### src/rtl/i2c_pkg.sv
// Shared command codes, sequencer states and the per-step command decode
// used by the i2c master, the register-transaction sequencer and its bench.
package i2c_pkg;

   typedef enum logic [2:0] {
      CMD_START   = 3'b000,
      CMD_WR      = 3'b001,
      CMD_RD      = 3'b010,
      CMD_STOP    = 3'b011,
      CMD_RESTART = 3'b100
   } cmd_e;

   typedef enum logic [2:0] {
      S_IDLE,
      S_ISSUE,
      S_WAIT_BUSY,
      S_WAIT_DONE,
      S_RESP
   } seq_state_e;

   localparam int         MAX_STEPS   = 7;
   localparam logic [7:0] RD_LAST_DIN = 8'h01;

   typedef logic [$clog2(MAX_STEPS)-1:0] step_idx_t;

   localparam step_idx_t WR_STOP_STEP = step_idx_t'(4);
   localparam step_idx_t RD_STOP_STEP = step_idx_t'(MAX_STEPS - 1);

   typedef struct packed {
      cmd_e       cmd;
      logic [7:0] din;
      logic       is_last;
   } step_t;

   // Anything past the data phase of the active list decodes to STOP.
   function automatic step_t step_decode(input step_idx_t  step,
                                         input logic       rnw,
                                         input logic [6:0] addr,
                                         input logic [7:0] rgi,
                                         input logic [7:0] wdata);
      step_t s;
      s = '{cmd: CMD_STOP, din: 8'h00, is_last: 1'b1};
      case (step)
         step_idx_t'(0): s = '{cmd: CMD_START, din: 8'h00, is_last: 1'b0};
         step_idx_t'(1): s = '{cmd: CMD_WR, din: {addr, 1'b0}, is_last: 1'b0};
         step_idx_t'(2): s = '{cmd: CMD_WR, din: rgi, is_last: 1'b0};
         step_idx_t'(3): begin
            if (rnw) s = '{cmd: CMD_RESTART, din: 8'h00, is_last: 1'b0};
            else     s = '{cmd: CMD_WR, din: wdata, is_last: 1'b0};
         end
         step_idx_t'(4): if (rnw) s = '{cmd: CMD_WR, din: {addr, 1'b1}, is_last: 1'b0};
         step_idx_t'(5): if (rnw) s = '{cmd: CMD_RD, din: RD_LAST_DIN, is_last: 1'b0};
         default: ;
      endcase
      return s;
   endfunction

   function automatic step_idx_t stop_step(input logic rnw);
      return rnw ? RD_STOP_STEP : WR_STOP_STEP;
   endfunction

endpackage

### src/rtl/i2c_txn_seq.sv
// Register read/write sequencer: walks one request through START..STOP on the
// i2c master's command port, checks slave ACKs and returns one response.
module i2c_txn_seq
   import i2c_pkg::*;
#(
   parameter int TIMEOUT_CYC = 4096,
   parameter int TO_W        = 13
) (
   input  logic       clk_i,
   input  logic       rst_i,
   input  logic       req_valid_i,
   output logic       req_ready_o,
   input  logic       req_rnw_i,
   input  logic [6:0] req_addr_i,
   input  logic [7:0] req_reg_i,
   input  logic [7:0] req_wdata_i,
   output logic       rsp_valid_o,
   output logic [7:0] rsp_rdata_o,
   output logic       rsp_nack_o,
   output logic       rsp_tout_o,
   output logic [2:0] m_cmd_o,
   output logic [7:0] m_din_o,
   output logic       m_wr_i2c_o,
   input  logic       m_ready_i,
   input  logic       m_ack_i,
   input  logic [7:0] m_dout_i
);

   seq_state_e      state, state_nxt;
   step_idx_t       step, step_nxt;
   logic [TO_W-1:0] to_cnt;
   logic            rnw_q;
   logic [6:0]      addr_q;
   logic [7:0]      reg_q, wdata_q, rdata_q, din_q;
   logic            nack_q, tout_q;
   cmd_e            cmd_q;
   step_t           cur;
   logic            accept, issue, done, nack_hit, expire;

   assign cur      = step_decode(step, rnw_q, addr_q, reg_q, wdata_q);
   assign accept   = (state == S_IDLE) && req_valid_i && req_ready_o;
   assign issue    = (state == S_ISSUE) && m_ready_i;
   assign done     = (state == S_WAIT_DONE) && m_ready_i;
   assign nack_hit = done && (cmd_q == CMD_WR) && m_ack_i;
   // Expiry only counts while still waiting; a transition on the last count wins.
   assign expire   = (((state == S_WAIT_BUSY) && m_ready_i) ||
                      ((state == S_WAIT_DONE) && !m_ready_i)) &&
                     (to_cnt == TO_W'(TIMEOUT_CYC - 1));

   always_comb begin
      state_nxt = state;
      step_nxt  = step;
      case (state)
         S_IDLE: if (accept) begin
            state_nxt = S_ISSUE;
            step_nxt  = '0;
         end
         S_ISSUE: if (m_ready_i) state_nxt = S_WAIT_BUSY;
         S_WAIT_BUSY: begin
            if (expire)          state_nxt = S_RESP;
            else if (!m_ready_i) state_nxt = S_WAIT_DONE;
         end
         S_WAIT_DONE: begin
            if (expire) state_nxt = S_RESP;
            else if (m_ready_i) begin
               if (cur.is_last) state_nxt = S_RESP;
               else begin
                  state_nxt = S_ISSUE;
                  step_nxt  = nack_hit ? stop_step(rnw_q) : step + step_idx_t'(1);
               end
            end
         end
         S_RESP:  state_nxt = S_IDLE;
         default: state_nxt = S_IDLE;
      endcase
   end

   always_ff @(posedge clk_i or posedge rst_i) begin
      if (rst_i) begin
         state       <= S_IDLE;
         step        <= '0;
         to_cnt      <= '0;
         req_ready_o <= 1'b0;
         rnw_q       <= 1'b0;
         addr_q      <= '0;
         reg_q       <= '0;
         wdata_q     <= '0;
         rdata_q     <= '0;
         nack_q      <= 1'b0;
         tout_q      <= 1'b0;
         cmd_q       <= CMD_START;
         din_q       <= '0;
      end else begin
         state       <= state_nxt;
         step        <= step_nxt;
         req_ready_o <= (state == S_IDLE) && !accept;
         if (accept) begin
            rnw_q   <= req_rnw_i;
            addr_q  <= req_addr_i;
            reg_q   <= req_reg_i;
            wdata_q <= req_wdata_i;
            rdata_q <= '0;
            nack_q  <= 1'b0;
            tout_q  <= 1'b0;
         end
         if (issue) begin
            cmd_q  <= cur.cmd;
            din_q  <= cur.din;
            to_cnt <= '0;
         end else if (state == S_WAIT_BUSY || state == S_WAIT_DONE) begin
            to_cnt <= to_cnt + 1'b1;
         end
         if (done && cmd_q == CMD_RD) rdata_q <= m_dout_i;
         if (nack_hit)                nack_q  <= 1'b1;
         if (expire)                  tout_q  <= 1'b1;
      end
   end

   // The strobe cycle presents the new step directly; afterwards the register holds it.
   assign m_wr_i2c_o  = issue;
   assign m_cmd_o     = issue ? cur.cmd : cmd_q;
   assign m_din_o     = issue ? cur.din : din_q;

   assign rsp_valid_o = (state == S_RESP);
   assign rsp_rdata_o = (rsp_valid_o && !nack_q && !tout_q) ? rdata_q : 8'h00;
   assign rsp_nack_o  = rsp_valid_o && nack_q;
   assign rsp_tout_o  = rsp_valid_o && tout_q;

endmodule
### config.mk
export PLATFORM = sky130hd
export DESIGN_NAME = i2c_txn_seq
export DESIGN_NICKNAME = d
export VERILOG_FILES = /design/src/rtl/i2c_pkg.sv /design/src/rtl/i2c_txn_seq.sv
export SDC_FILE = /design/constraint.sdc
export NUM_CORES = 1
export LEC_CHECK = 0
export CORE_ASPECT_RATIO = 1.4
export CORE_UTILIZATION = 52
export CTS_CLUSTER_DIAMETER = 80
export DETAILED_ROUTE_END_ITERATION = 8
export GPL_TIMING_DRIVEN = 0
export PLACE_DENSITY = 0.8
export SYNTH_ARGS = -nofsm -noshare
export SYNTH_HDL_FRONTEND = slang
export SYNTH_SLANG_ARGS = --single-unit
### constraint.sdc
create_clock -name clk_i -period 2.8 [get_ports clk_i]
set_clock_uncertainty 0.1 [all_clocks]
set_input_delay 0.56 -clock clk_i [delete_from_list [all_inputs] [get_ports clk_i]]
set_output_delay 0.56 -clock clk_i [all_outputs]
set_load 0.005 [all_outputs]
==> results of run 1 <==
==> final timing paths <==
check / from / to / slack (ns) / cells after the start
max: step[0] / m_din_o[1] / -0.03 / 7
min: din_q[0] / din_q[0] / 0.38 / 2
min in group asynchronous: rst_i / rdata_q[7] / 0.45 / 2
min reg2reg: din_q[0] / din_q[0] / 0.38 / 2
max in group asynchronous: rst_i / step[1] / 1.53 / 3
max reg2reg: step[0] / step[1] / 0.57 / 7
==> timing repair <==
action | CTS | global route
hold endpoints to repair | 0 | 0
setup buffers | 11 | 10
pin swaps | 12 | 13
cloned | 0 | 0
setup endpoints to repair | 19 | 19
resized for setup | 79 | 26
==> worst reg2reg max path, cell delays in order, from the launching register on <==
cell	delay (ns)
dfrtp_2	0.44
buf_4	0.16
ha_4	0.18
or4_4	0.58
buf_4	0.17
nand2_4	0.09
a22oi_4	0.08
mux2_4	0.32
==> cell families (layout without fill, tap and decap cells) <==
group / count (synthesis) / count (layout)
XOR/XNOR: 7 / 7
flip-flops: 65 / 65
AO/OA/AOI/OAI: 57 / 57
buffers and inverters: 24 / 118
adder cells (fa/ha/maj): 6 / 6
multiplexers: 5 / 5
AND/OR/NAND/NOR: 177 / 177
==> synthesized netlist by cell type, types with 4 or more instances <==
master,number,area share
a21oi_1,9,0.014
clkbuf_1,4,0.0047
ha_1,6,0.024
nor2_1,18,0.021
nor2b_1,4,0.0079
dfrtp_1,65,0.51
nand3_1,11,0.017
buf_2,8,0.013
nand2_1,106,0.12
o21ai_0,27,0.042
inv_1,6,0.0071
or3_1,4,0.0079
a222oi_1,7,0.022
xor2_1,4,0.011
and2_1,9,0.018
==> through the flow <==
step | hold slack [ns] | setup slack [ns] | utilization
floorplan | 0.345 | 0.485 | -
global placement | 0.359 | -0.566 | 0.655
detailed placement | 0.368 | -0.232 | 0.658
CTS | 0.377 | -0.0322 | 0.720
global route | 0.403 | -0.0838 | 0.744
finish | 0.376 | -0.0252 | 0.744
==> flip-flops by register name, indices dropped and copies added, names as in the netlist <==
register and count:
step 3, nack_q 1, din_q 8, reg_q 8, rnw_q 1, to_cnt 13
cmd_q 3, tout_q 1, req_ready_o 1, addr_q 7, rdata_q 8, state 3
wdata_q 8
==> cell type report <==
cell class / count / area, sq um
inverters: 7 / 31.3
well taps: 70 / 87.6
multi-input cells: 252 / 1590
plain buffers: 15 / 96.3
fillers: 403 / 1510
flip-flops and latches: 65 / 1630
repair buffers: 81 / 766
clock inverters: 3 / 40.0
clock buffers: 12 / 155
==> cells in the final DEF (no fill, tap or decap), types with 4 or more instances in the layout <==
| master | Yosys | layout |
|---|---|---|
| o21ai_0 | 27 | 17 |
| o21ai_2 | 0 | 8 |
| clkdlybuf4s50_1 | 0 | 42 |
| clkbuf_8 | 0 | 11 |
| ha_4 | 0 | 4 |
| buf_4 | 1 | 16 |
| a21oi_1 | 9 | 9 |
| buf_2 | 8 | 16 |
| dlymetal6s2s_1 | 0 | 7 |
| xor2_1 | 4 | 4 |
| or3_1 | 4 | 4 |
| nor2_1 | 18 | 17 |
| nand2_1 | 106 | 105 |
| nand3_1 | 11 | 10 |
| dfrtp_1 | 65 | 63 |
| and2_1 | 9 | 8 |
| a222oi_1 | 7 | 7 |
| buf_6 | 3 | 9 |
==> power by group through the flow <==
stage	clock [mW]	combinational [mW]	sequential (mW)
final	0.791	1.75	1.58
after global routing	0.841	1.92	1.62
after detailed placement	0	1.41	1.57
after CTS	0.798	1.59	1.56
after global placement	0	1.37	1.55
after floorplan	0	0.969	1.49
==> metal layers <==
layer  part of all wire  wire length [microns]
met1               0.40                   3160
met2               0.52                   4150
met3              0.040                    319
met4              0.035                    276
met5                  0                      0
==> out/results.tsv, run 1 <==
metric	value	unit
drt_first_iter_violations	243	
detail_route.vias_per_cell	5.65	
path_clk_slew	0.07	ns
detail_route.wl_per_cell	15.6	microns
worst-slew-pin-transition	0.725	ns
finalHoldViolCount	0	
cts.sink_count	65	
route.antenna.remaining_nets	0	
number_of_warnings_reported_in_the_yosys_synthesis_log	0	
power.switching	1.54	mW
p_leak	2.18	nW
finish.net_count	474	
final_min_period_over_clock_period	1.01	
vias	2851	
cts_made_buffers	9	
fin_total_pwr	4.12	mW
clock_tree.htree_level_count	3	
syn_nets	384	
synth-xor-area-share	0.0192	
post_synth_and_or_nand_nor_area_fraction	0.270	
cts-hold-fix-buffers	0	
finalCriticalPeriod	2.83	ns
grt_antenna_before_repair	0	
syn_avg_cell_area	9.35	sq um
grt_pass1_wl	12600	microns
crit_type	reg -> out	
vias_in_the_first_global_route	2773	
buffer_ports.inserted	59	
internal_power	2.58	mW
arithmetic_cell_share_of_the_synthesized_area_counting_full_adders_half_adders_and_majority_gates	0.0236	
finish.instance_area	4390	sq um
core.rowCount	33	
run_status	finished, violations left	
postSynthCellCount	341	
floorplan.die.height	94.6	microns
clockBufferDepth	2	
post_layout_nonfiller_instances	505	
ios	61	
clockPowerShare	0.192	
final_global_route_overflow_total	0	
areaGrowthSynthToFinish	37.9	%
cells_along_the_critical_path	buf_4 > ha_4 > or4_4 > nand2_8 > buf_6 > o21ai_2 > buf_2	
combPwrFrac	0.424	
post_synth_mux_area_share	0.0188	
antenna-diode-count	0	
setup_total_negative_slack	-0.0517	ns
overall_track_demand_over_capacity_in_global_routing	0.265	
place_congestion	0.784	
sw_frac_of_total	0.374	
worst_setup_ep_type	primary output	
post_synth_num_cell_types	49	
hp-class	reg -> reg	
combinational_family_with_the_most_area_after_synthesis	simple AND/OR/NAND/NOR gates	
synth_compound_area_frac	0.118	
cp_data_arrival_time	2.17	ns
synth-edff-count	0	
cp_num_buf_inv	3	
grt_use_met1	0.321	
drt_pre_antenna_iters	7	
asyncSetResetFlopFracSynth	1.00	
placed_cells	471	
grt.busiest_layer	met2	
violated_checks	negative setup slack	
worst_path_dominant_cell_family	simple AND/OR/NAND/NOR gates	
synth-seq-area-share	0.510	
pin_count_of_the_biggest_net_entering_global_routing	45	
die_w	68.2	microns
placedInstanceArea	3880	sq um
die_area	6450	sq um
yosys_register_bits	65	
core_area	5900	sq um
critical_path.max_fanout	7	
globalRouteMet3Util	0.0507	
fmax	354	MHz
crit_required	2.14	ns
global_route.usage.met2	0.435	
worstSkewPairLatency	0.34	ns
timing.final.setup_violations	3	
route.detailed.drc	0	
drive_above_1_share	0.232	
clockRootBuffer	clkbuf_8	
power.density_cell_area	938	nW/um^2
post-route-worst-setup-slack	-0.0252	ns
maxCapViolations	0	
final-max-slew-violation-count	0	
critical_path.max_stage_delay	0.58	ns
critPathSlowestCell	or4_4	
postRouteWirelength	7900	microns
tritoncts	built	
synth_flop_cell	dfrtp_1	
dp.final_hpwl	5230	microns
vdd_ir_drop_max	536	uV
grt_setup_unrepaired	yes	
synth_area	3190	sq um
nature_of_the_critical_path_startpoint	register	
floorplan.initialDensity	0.540	
relSlewSlack	0.513	
sequentialPowerShare	0.384	
(Power assumes the default switching activity.)
==> inputs of run 2 (changes only) <==
Settings changed: CORE_UTILIZATION 52 to 41, PLACE_DENSITY 0.8 to 0.65.
==> run 2 against run 1 <==
Against the previous run:
- the run still ends with negative setup slack left
- setup slack improved by 0.023 ns
- die area increased by 26%
- flip-flop and latch count did not move
- critical path depth increased by 1
- power decreased by 3.4%
- largest cell class unchanged
- hold slack better by 0.0049 ns
- register-to-register slack improved by 0.03 ns
- design area up 0.20%
==> out/results.tsv, run 2 (synthesis results as in run 1) <==
metric	value	unit	change
floorplan.initialDensity	0.428		-0.112
fmax	357	MHz	+0.83%
clock_tree.htree_level_count	3		unchanged
final_min_period_over_clock_period	1.00		-0.00832
worstSkewPairLatency	0.34	ns	about the same
layout.area.seq	1630	sq um	-0.15%
maxCapViolations	0		unchanged
grt_setup_unrepaired	yes		
core.rowCount	37		+12%
ios	61		unchanged
grt_pass1_wl	13000	microns	+3.4%
final_global_route_overflow_total	0		unchanged
nature_of_the_critical_path_startpoint	register		
die_w	76.5	microns	+12%
power.density_cell_area	905	nW/um^2	-3.6%
num-fill-cells	679		+68%
worst-slew-pin-transition	0.874	ns	+0.149 ns
place_congestion	0.760		-3.0%
floorplan.die.height	106	microns	+12%
finalHoldViolCount	0		unchanged
detail_route.vias_per_cell	5.11		-9.5%
timing.final.setup_violations	1		-2
cp_num_buf_inv	3		unchanged
area_occupied_by_multi_input_gates	1560	sq um	-1.6%
finish.instance_area	4400	sq um	+0.20%
violated_checks	negative setup slack		
buffer_ports.inserted	59		unchanged
dp.final_hpwl	5400	microns	+3.2%
cts-hold-fix-buffers	0		unchanged
vias	2733		-4.1%
worst_setup_ep_type	primary output		
p_leak	2.16	nW	-0.87%
cts_made_buffers	9		unchanged
path_clk_slew	0.07	ns	about the same
postRouteWirelength	7760	microns	-1.8%
largest_reg_flops	13		unchanged
detail_route.wl_per_cell	14.5	microns	-7.3%
core_area	7450	sq um	+26%
critical_path.max_fanout	7		unchanged
vdd_ir_drop_max	578	uV	+7.7%
die_area	8130	sq um	+26%
cells_along_the_critical_path	buf_6 > ha_4 > ha_4 > or4_4 > nand2_8 > buf_6 > o21ai_2 > buf_2		
run_status	finished, violations left		
cts.sink_count	65		unchanged
pin_count_of_the_biggest_net_entering_global_routing	42		-6.7%
vias_in_the_first_global_route	2769		-0.14%
clockRootBuffer	clkbuf_8		
layout_common_cells	nand2_1 (105), dfrtp_1 (65), clkdlybuf4s50_1 (41), buf_4 (20), o21ai_0 (18)		
final-max-slew-violation-count	0		unchanged
post_layout_nonfiller_instances	535		+5.9%
critPathSlowestCell	or4_4		
crit_required	2.14	ns	about the same
placed_cells	498		+5.7%
most_common_cell_after_layout_fill_and_taps_aside	nand2_1		
max_flop_register	to_cnt		
critical_path.max_stage_delay	0.46	ns	-0.12 ns
route.detailed.drc	0		unchanged
worst_path_dominant_cell_family	simple AND/OR/NAND/NOR gates		
placedInstanceArea	3920	sq um	+0.87%
finalCriticalPeriod	2.80	ns	-0.0233 ns
cp_data_arrival_time	2.14	ns	-0.03 ns
dpl_worst_slack	-0.255	ns	-0.0228 ns
crit_type	reg -> out		
tritoncts	built		
relSlewSlack	0.417		-0.0962
route.antenna.remaining_nets	0		unchanged
drt_pre_antenna_iters	4		-3
grt_antenna_before_repair	0		unchanged
layout.core_utilization	0.591		-0.153
finish.net_count	476		+0.42%
final.hold.worst_slack	0.380	ns	+0.00486 ns
antenna-diode-count	0		unchanged
areaGrowthSynthToFinish	38.2	%	
drive_above_1_share	0.233		+0.000693
drt_first_iter_violations	113		-53%
post-route-worst-setup-slack	-0.00191	ns	+0.0233 ns
overall_track_demand_over_capacity_in_global_routing	0.206		-0.0592
clockBufferDepth	2		unchanged
setup_total_negative_slack	-0.00191	ns	+0.0498 ns
fin_total_pwr	3.98	mW	-3.4%
hp-class	reg -> reg		
## run 2: cell count changes in the layout (fill, tap and decap cells not counted), moves of 2 or more
cell and delta:
buf_2 -6, clkbuf_2 +6, buf_4 +4, clkinvlp_4 +4, dfrtp_1 +2, dfrtp_2 -2
## run 2: final cells by class
class,instances,area share
Buffer,15,0.0230
Sequential cell,65,0.369
Multi-Input combinational cell,252,0.355
Timing Repair Buffer,83,0.176
Clock inverter,6,0.00995
Inverter,7,0.00710
Clock buffer,10,0.0313
Tap cell,97,0.0276
## run 2: tightest hold or removal path, delay by kind of cell, from the launching register on
family	cells	cell delay, ns
AND/OR/NAND/NOR	2	0.10
flip-flops	1	0.35
## run 2: power breakdown
part / leakage [nW] / switching (mW) / total, mW / internal [mW]
clock network: 0.0805 / 0.381 / 0.725 / 0.344
logic: 1.23 / 0.885 / 1.69 / 0.807
registers: 0.850 / 0.255 / 1.57 / 1.31
total: 2.16 / 1.52 / 3.98 / 2.46
## run 2: repair_timing
| action | CTS | global route |
|---|---|---|
| setup buffers | 13 | 10 |
| gates resized for setup | 76 | 25 |
| cloned | 0 | 0 |
| endpoints found under the setup margin | 20 | 18 |
| pin swaps | 10 | 16 |
## run 2: final timing paths
| check | start | slack (ns) | depth (start not counted) | end |
|---|---|---|---|---|
| setup / recovery | step[0] | -0.002 | 8 | m_din_o[4] |
| setup reg to reg | step[0] | 0.60 | 8 | step[0] |
| hold / removal | addr_q[1] | 0.38 | 2 | addr_q[1] |
| max in group asynchronous | rst_i | 1.36 | 3 | addr_q[3] |
| min in group asynchronous | rst_i | 0.61 | 2 | rdata_q[7] |
| hold reg to reg | addr_q[1] | 0.38 | 2 | addr_q[1] |
## run 2: metal layers
metal | track usage | part of all wire
met5 | 0 | 0
met4 | 0.0934 | 0.019
met3 | 0.0489 | 0.035
met2 | 0.364 | 0.53
met1 | 0.234 | 0.42
